--- config.mk ---
export PLATFORM = sky130hd
export DESIGN_NAME = flags_context_unit
export DESIGN_NICKNAME = d
export VERILOG_FILES = /design/src/rtl/flags_pkg.sv /design/src/rtl/flags_stack.sv /design/src/rtl/flags_context_unit.sv
export SDC_FILE = /design/constraint.sdc
export NUM_CORES = 1
export LEC_CHECK = 0
export ABC_CLOCK_PERIOD_IN_PS = 3950
export CAP_MARGIN = 20
export CORE_MARGIN = 4
export CORE_UTILIZATION = 30
export CTS_CLUSTER_DIAMETER = 40
export DETAILED_ROUTE_END_ITERATION = 10
export GPL_ROUTABILITY_DRIVEN = 0
export GPL_TIMING_DRIVEN = 0
export PLACE_DENSITY = 0.63
export SYNTH_ARGS = -nofsm -noshare
export SYNTH_HDL_FRONTEND = slang
export SYNTH_SLANG_ARGS = --single-unit
--- constraint.sdc ---
create_clock -name clk -period 3.95 [get_ports clk]
set_input_delay 0.79 -clock clk [delete_from_list [all_inputs] [get_ports clk]]
set_output_delay 0.79 -clock clk [all_outputs]
set_load 0.1 [all_outputs]
--- src/rtl/flags_pkg.sv ---
`default_nettype none
// +----------------------------------------------------------------------+
// | Module   : flags_pkg                                                 |
// | Purpose  : Flag bit positions and branch condition-code encodings    |
// |            shared by the flags context unit and its stack.           |
// | Revision : 1.0                                                       |
// +----------------------------------------------------------------------+
package flags_pkg;

  localparam int FLAG_Z = 0;
  localparam int FLAG_C = 1;
  localparam int FLAG_V = 2;
  localparam int FLAG_S = 3;

  localparam logic [3:0] COND_AL = 4'd0;
  localparam logic [3:0] COND_EQ = 4'd1;
  localparam logic [3:0] COND_NE = 4'd2;
  localparam logic [3:0] COND_CS = 4'd3;
  localparam logic [3:0] COND_CC = 4'd4;
  localparam logic [3:0] COND_MI = 4'd5;
  localparam logic [3:0] COND_PL = 4'd6;
  localparam logic [3:0] COND_VS = 4'd7;
  localparam logic [3:0] COND_VC = 4'd8;
  localparam logic [3:0] COND_HI = 4'd9;
  localparam logic [3:0] COND_LS = 4'd10;
  localparam logic [3:0] COND_GE = 4'd11;
  localparam logic [3:0] COND_LT = 4'd12;
  localparam logic [3:0] COND_GT = 4'd13;
  localparam logic [3:0] COND_LE = 4'd14;
  localparam logic [3:0] COND_NV = 4'd15;

endpackage
`default_nettype wire

--- src/rtl/flags_stack.sv ---
`default_nettype none
// +----------------------------------------------------------------------+
// | Module   : flags_stack                                               |
// | Purpose  : LIFO shadow stack of flag words with depth/full/empty.    |
// |            Strobes arrive already qualified against full/empty.      |
// | Revision : 1.0                                                       |
// +----------------------------------------------------------------------+
module flags_stack #(
  parameter int NFLAGS      = 4,
  parameter int STACK_DEPTH = 4,
  parameter int PTR_W       = $clog2(STACK_DEPTH + 1)
) (
  input  logic              clk,
  input  logic              reset,
  input  logic              i_push,
  input  logic              i_pop,
  input  logic [NFLAGS-1:0] i_din,
  output logic [NFLAGS-1:0] o_top,
  output logic [PTR_W-1:0]  o_depth,
  output logic              o_full,
  output logic              o_empty
);

  localparam logic [PTR_W-1:0] c_one = PTR_W'(1);
  localparam logic [PTR_W-1:0] c_max = PTR_W'(STACK_DEPTH);

  logic [PTR_W-1:0]  r_depth;
  logic [NFLAGS-1:0] r_mem [STACK_DEPTH];
  logic [NFLAGS-1:0] w_top;

  always_ff @(posedge clk or negedge reset) begin
    if (!reset) begin
      r_depth <= '0;
    end else if (i_push) begin
      r_depth <= r_depth + c_one;
    end else if (i_pop) begin
      r_depth <= r_depth - c_one;
    end
  end

  // Entries are not reset; only slots below depth are ever observed.
  always_ff @(posedge clk) begin
    for (int i = 0; i < STACK_DEPTH; i++) begin
      if (i_push && (r_depth == PTR_W'(i))) begin
        r_mem[i] <= i_din;
      end
    end
  end

  always_comb begin
    w_top = '0;
    for (int i = 0; i < STACK_DEPTH; i++) begin
      if (r_depth == PTR_W'(i + 1)) begin
        w_top = r_mem[i];
      end
    end
  end

  assign o_top   = w_top;
  assign o_depth = r_depth;
  assign o_full  = (r_depth == c_max);
  assign o_empty = (r_depth == '0);

endmodule
`default_nettype wire

--- src/rtl/flags_context_unit.sv ---
`default_nettype none
// +----------------------------------------------------------------------+
// | Module   : flags_context_unit                                        |
// | Purpose  : Masked flag register with save/restore stack, sticky      |
// |            stack errors and branch condition evaluation.             |
// | Revision : 1.0                                                       |
// +----------------------------------------------------------------------+
module flags_context_unit
  import flags_pkg::*;
#(
  parameter int NFLAGS      = 4,
  parameter int STACK_DEPTH = 4,
  localparam int PTR_W      = $clog2(STACK_DEPTH + 1)
) (
  input  logic              clk,
  input  logic              reset,
  input  logic              update,
  input  logic [NFLAGS-1:0] upd_mask,
  input  logic [NFLAGS-1:0] flags_in,
  input  logic              push,
  input  logic              pop,
  input  logic              err_clr,
  input  logic [3:0]        cond,
  output logic [NFLAGS-1:0] flags,
  output logic              cond_true,
  output logic [PTR_W-1:0]  depth,
  output logic              full,
  output logic              empty,
  output logic              err_overflow,
  output logic              err_underflow
);

  logic [NFLAGS-1:0] r_flags;
  logic [NFLAGS-1:0] w_flags_nxt;
  logic [NFLAGS-1:0] w_top;
  logic [PTR_W-1:0]  w_depth;
  logic              w_full;
  logic              w_empty;
  logic              r_err_ovf;
  logic              r_err_unf;
  logic              w_push_req;
  logic              w_pop_req;
  logic              w_push_ok;
  logic              w_pop_ok;
  logic              w_ovf_evt;
  logic              w_unf_evt;
  logic              w_cond;
  logic              w_z;
  logic              w_c;
  logic              w_v;
  logic              w_s;

  // Simultaneous push and pop cancel each other entirely.
  assign w_push_req = push & ~pop;
  assign w_pop_req  = pop & ~push;
  assign w_push_ok  = w_push_req & ~w_full;
  assign w_pop_ok   = w_pop_req & ~w_empty;
  assign w_ovf_evt  = w_push_req & w_full;
  assign w_unf_evt  = w_pop_req & w_empty;

  flags_stack #(
    .NFLAGS      (NFLAGS),
    .STACK_DEPTH (STACK_DEPTH),
    .PTR_W       (PTR_W)
  ) u_stack (
    .clk     (clk),
    .reset   (reset),
    .i_push  (w_push_ok),
    .i_pop   (w_pop_ok),
    .i_din   (r_flags),
    .o_top   (w_top),
    .o_depth (w_depth),
    .o_full  (w_full),
    .o_empty (w_empty)
  );

  // A successful restore overrides any ALU update in the same cycle.
  always_comb begin
    w_flags_nxt = r_flags;
    if (update) begin
      w_flags_nxt = (r_flags & ~upd_mask) | (flags_in & upd_mask);
    end
    if (w_pop_ok) begin
      w_flags_nxt = w_top;
    end
  end

  always_ff @(posedge clk or negedge reset) begin
    if (!reset) begin
      r_flags <= '0;
    end else begin
      r_flags <= w_flags_nxt;
    end
  end

  // Error events take precedence over a same-cycle clear.
  always_ff @(posedge clk or negedge reset) begin
    if (!reset) begin
      r_err_ovf <= 1'b0;
      r_err_unf <= 1'b0;
    end else begin
      if (w_ovf_evt) begin
        r_err_ovf <= 1'b1;
      end else if (err_clr) begin
        r_err_ovf <= 1'b0;
      end
      if (w_unf_evt) begin
        r_err_unf <= 1'b1;
      end else if (err_clr) begin
        r_err_unf <= 1'b0;
      end
    end
  end

  assign w_z = r_flags[FLAG_Z];
  assign w_c = r_flags[FLAG_C];
  assign w_v = r_flags[FLAG_V];
  assign w_s = r_flags[FLAG_S];

  always_comb begin
    w_cond = 1'b0;
    case (cond)
      COND_AL: w_cond = 1'b1;
      COND_EQ: w_cond = w_z;
      COND_NE: w_cond = ~w_z;
      COND_CS: w_cond = w_c;
      COND_CC: w_cond = ~w_c;
      COND_MI: w_cond = w_s;
      COND_PL: w_cond = ~w_s;
      COND_VS: w_cond = w_v;
      COND_VC: w_cond = ~w_v;
      COND_HI: w_cond = w_c & ~w_z;
      COND_LS: w_cond = ~w_c | w_z;
      COND_GE: w_cond = ~(w_s ^ w_v);
      COND_LT: w_cond = w_s ^ w_v;
      COND_GT: w_cond = ~w_z & ~(w_s ^ w_v);
      COND_LE: w_cond = w_z | (w_s ^ w_v);
      COND_NV: w_cond = 1'b0;
      default: w_cond = 1'b0;
    endcase
  end

  assign flags         = r_flags;
  assign cond_true     = w_cond;
  assign depth         = w_depth;
  assign full          = w_full;
  assign empty         = w_empty;
  assign err_overflow  = r_err_ovf;
  assign err_underflow = r_err_unf;

endmodule
`default_nettype wire

# ---- Yosys cells after proc, flatten, opt, wreduce, memory -nomap -nowiden
# Memories as Yosys holds them, arrays and structs flattened.
# Cells that the tools add are included.
dict set report word_totals {
  mem_bits_rw 16
  register_bits 9
  mem_count 1
  output_inout_bits 12
  inputBits 18
}
dict set report op_classes {
  reduce_logical 13
  n_eq_ne 19
  bitwise_logic 24
  add_sub_neg 2
  n_mux 29
}
# name depth word_bits read_ports rd_ports_with_merged_regs write_ports line_no
set mem_list {}
lappend mem_list {u_stack.r_mem 4 4 4 0 1 flags_stack.sv:28} ;# logic [NFLAGS-1:0] r_mem [STACK_DEPTH];
# operator count
set ops {}
lappend ops {{two-way mux 4 bit} 9}
lappend ops {{equality test 4 bit (second input constant)} 8}
lappend ops {{equality test 4 x 3 -> 1 bit (second input constant)} 4}
lappend ops {{case mux 1 bit (16 select lines)} 1}
lappend ops {{two-way mux 1 bit} 14}
lappend ops {{OR reduction 4 bit} 3}
lappend ops {{inverter 1 bit} 9}
lappend ops {{bitwise AND 1 bit} 8}
lappend ops {{bitwise AND 4 bit} 2}
lappend ops {{equality test 4 x 2 -> 1 bit (second input constant)} 2}
lappend ops {{nonzero test 2 bit} 4}
lappend ops {{equality test 3 x 2 -> 1 bit (second input constant)} 2}
lappend ops {{two-way mux 2 bit} 3}
lappend ops {{two-way mux 3 bit} 2}
lappend ops {{equality test 4 x 1 -> 1 bit (second input constant)} 1}
lappend ops {{logical AND 1 bit} 4}
lappend ops {{zero test 4 bit} 1}
lappend ops {{inverter 4 bit} 1}
lappend ops {{OR 4 bit} 1}
lappend ops {{adder 3 x 1 -> 3 bit (second input constant)} 1}
lappend ops {{equality test 3 x 1 -> 1 bit (second input constant)} 1}
lappend ops {{equality test 3 bit (second input constant)} 1}
lappend ops {{zero test 3 bit} 1}
lappend ops {{subtractor 3 x 1 -> 3 bit (second input constant)} 1}
lappend ops {{2 further kinds} 3}

# ---- Logic depth before layout (Yosys ltp)
dict set report logic_depth {
  word_depth 10
  ltp_mapped 8
  depth_no_buf 6
}

# ---- Hierarchy
# A second synthesis with hierarchy kept.
dict set report unflattened {
  hier_cells 118
  area_unflattened_um2 1356.3
}
# mod area_each_um2 seq_area_each_um2 cells_per_inst n_inst
set by_module_without_submodules {}
lappend by_module_without_submodules {flags_stack 860.8 555.5 61 1}
lappend by_module_without_submodules {flags_context_unit 495.5 150.1 57 1}

# ---- Least setup slack after synthesis
# Ideal clock, no wire load.
dict set report synth_timing {
  path_type {register to output}
  start {reg with a tool-made name}
  end {out cond_true}
  required_time_ns 3.160
  path_stages_with_launch 5
  path_slack_ns 0.587
  t_arrival_ns 2.573
  cell_sequence {dfrtp_1 > xor2_1 > nor3_1 > mux2i_1 > nand4_1}
}
# item line_no
set synth_lines {}
lappend synth_lines {{to (decl)} flags_context_unit.sv:25} ;# output logic cond_true,

# ---- Worst setup path after layout
dict set report layout_timing {
  start {reg u_stack.r_depth[1] (netlist: u_stack.o_depth[1])}
  end {out full}
}
dict set report layout_via {
  elab_chain_cells 1
}
# item line_no
set layout_lines {}
lappend layout_lines {{from (decl)} flags_stack.sv:27} ;# logic [PTR_W-1:0] r_depth;
lappend layout_lines {{from (signal assigned)} flags_stack.sv:35} ;# r_depth <= r_depth + c_one;
lappend layout_lines {{from (signal assigned)} flags_stack.sv:37} ;# r_depth <= r_depth - c_one;
lappend layout_lines {{equality test 3 bit} flags_stack.sv:61} ;# assign o_full = (r_depth == c_max);
lappend layout_lines {{to (decl)} flags_context_unit.sv:27} ;# output logic full,
# No other way between the ends.

==> flow_summary.toml <==
[outcome]
outcome = "finished, final reports clean"

[synth]
syn-num-nets = 173
synth_area_per_cell_um2 = 9.95
yosys-top-cells-area = "edfxtp_1 (32%), dfrtp_1 (15%), a21oi_1 (5.4%)"
synthMuxAreaShare_pct = 6.50
synth_area_um2 = 1480
synth_top_family_by_area = "simple AND/OR/NAND/NOR gates"
yosys.area_share.xor_xnor_pct = 1.18
yosysWarningCount = 0
yosys.area_share.simple_pct = 17.0
ys_types = 43
synthArstFlopShare_pct = 36.0
synth_top_cell_by_area = "edfxtp_1"
synth_ff_type = "edfxtp_1"
synth_compound_area_share_pct = 16.5
ys_seq_area_share_pct = 47.6
syn_inst = 149
yosys.area_share.adder_pct = 5.06
netlist.area_leader.share_pct = 32.4
synth_edf_count = 16
ys_seq_elements = 25

[clock_tree]
cts_root_buf = "clkbuf_8"
tritoncts = "built"
clockBufferDepth = 2
clk_latency_ns = 0.26
postCtsHoldBufs = 0
numClockSinks = 25
cts_htree_levels = 1
cts_buffers = 3
clk_pin_slew_ns = 0.09

[timing]
tightest_slew_ns = 0.975
slew_viol_final = 0
fin_tns_setup_ns = 0
relSlewSlack_pct = 34.8
finalWorstSetupSlack_ns = 0.424
layout_min_cycle_time_ns = 3.53
finalHoldViolCount = 0
hold_slack_ns = 0.539
rsz0062_at_grt = "no"
finalSetupViolCount = 0
fin_skew_ns = 0.00576
max_freq_ghz = 0.284
fin_crit_sh_pct = 89.3

[critical_path]
crit_required_ns = 3.16
crit_type = "reg -> out"
arrival_ns = 2.74
cp_max_fo = 10
worst_setup_path_start_kind = "register"
worst_setup_path_end_kind = "output port"

[pwr]
total_power_w = 0.00150
ir_drop_v = 0.000488
powerDensity_nw_per_um2 = 804
p_leak_nw = 0.725

[job]
maxCapViolations = 0

[detailed_routing]
drc = 0
wire_per_inst_um = 12.8
via_count = 1181
drt_pass1_iterations = 4
drt_iter0_drc = 79
wirelength_um = 3140
antenna_left = 0
viasPerCell = 4.82

[placement]
hpwl_um = 2300
portBuffers = 25
dp_slack_ns = 0.0262

[grt]
overflow = 0
grt_max_degree = 15
grt_first_pass_wirelength_um = 5370
grt_antenna_before_repair = 0
grt_pass1_vias = 1124
grt_usage_pct = 10.9

[hold_path]
hp-class = "reg -> reg"

[final_layout]
fin_util_pct = 39.2
area_delta_synth_final_pct = 25.8
insertedDiodeCount = 0
drive_gt1_share_pct = 8.99
fin_nets = 203

[floorplanning]
ios = 30
die_area_um2 = 6130
die_h_um = 78.3
core_area_um2 = 4750
rows = 25
start_util_pct = 31.2
chipWidth_um = 78.3
-- logic make-up (layout without fill, tap and decap cells) --
logic type | Yosys count | count (layout)
adder cells (fa/ha/maj) | 6 | 6
AND/OR/NAND/NOR | 47 | 47
buffers and inverters | 20 | 49
flip-flops | 25 | 25
AO/OA/AOI/OAI | 40 | 40
multiplexers | 9 | 9
XOR/XNOR | 2 | 2
-- cells in the final DEF, fill, tap and decap left out, types with 2 or more instances in the layout --
master            n
clkdlybuf4s50_1  24
a21oi_1          16
nand2_1          16
edfxtp_1         16
inv_1            11
dfrtp_1           9
nor2_1            7
mux2i_1           7
o21ai_0           6
ha_1              6
o21ai_1           5
buf_2             4
nand2b_1          4
nand3_1           4
nor3b_1           3
a211oi_1          3
clkbuf_8          3
clkbuf_1          2
nand3b_1          2
nor4b_1           2
nor2b_1           2
-- Yosys cell counts, types with 2 or more instances --
cell,n
ha_1,6
nand3_1,4
dfrtp_1,9
nand2_1,16
nor2_1,7
edfxtp_1,16
o21ai_0,6
buf_2,4
inv_1,11
clkbuf_1,2
mux2i_1,7
nand2b_1,4
nand3b_1,2
a211oi_1,3
o21ai_1,5
nor4b_1,2
a21oi_1,16
nor2b_1,2
nor3b_1,3
-- worst max-delay path, stage by stage (launching register included) --
cell and delay, ns:
dfrtp_1 0.48, inv_1 0.16, ha_1 0.24, buf_2 0.23
nand2_1 0.10, inv_2 0.12, clkdlybuf4s50_1 1.14
-- cell type report --
cell class / instances / area [um2]
buffer: 8 / 46.3
clock buffer: 3 / 41.3
clock inverter: 1 / 5.00
fill: 500 / 2890
inverter: 12 / 45.0
multi-input combinational: 104 / 686
sequential: 25 / 706
tap: 67 / 83.8
timing repair buffer: 25 / 253
-- timing repair --
item	in CTS	in global routing
setup endpoints to repair	0	1
gates resized for setup	0	1
setup buffers	0	0
-- per-stage QoR --
step	instances	cell area, um2
after floorplan	149	1480
after global placement	241	1820
after detailed placement	241	1820
after CTS	245	1860
after global routing	245	1870
final	245	1870
-- final timing paths --
check                                                from                              to  slack, ns  cells after the start
max reg2reg                u_stack.o_depth[1]$_DFFE_PN0P_   u_stack.r_mem[3][3]$_DFFE_PP_       1.77                      6
min                              err_overflow$_DFFE_PN0P_        err_overflow$_DFFE_PN0P_       0.54                      2
min in group asynchronous                           reset  u_stack.o_depth[2]$_DFFE_PN0P_       0.83                      1
max in group asynchronous                           reset  u_stack.o_depth[1]$_DFFE_PN0P_       2.82                      1
max                        u_stack.o_depth[1]$_DFFE_PN0P_                            full       0.42                      6
min reg2reg                      err_overflow$_DFFE_PN0P_        err_overflow$_DFFE_PN0P_       0.54                      2
-- power breakdown --
part / switching, W / internal (W)
combinational: 0.000641 / 0.000255
sequential: 0.0000930 / 0.000362
clock: 0.0000784 / 0.0000704
total: 0.000812 / 0.000687
-- metal layers --
metal / vias to the layer above / wire (um) / global-route usage, % / part of all wire, %
met5: - / 0 / 0 / 0
met4: 0 / 25 / 2.62 / 0.80
met3: 2 / 217 / 2.41 / 6.9
met2: 45 / 1350 / 16.4 / 43
met1: 541 / 1550 / 16.1 / 49
li1: 593 / - / - / -
No activity file was read; power rests on OpenSTA's default activity.
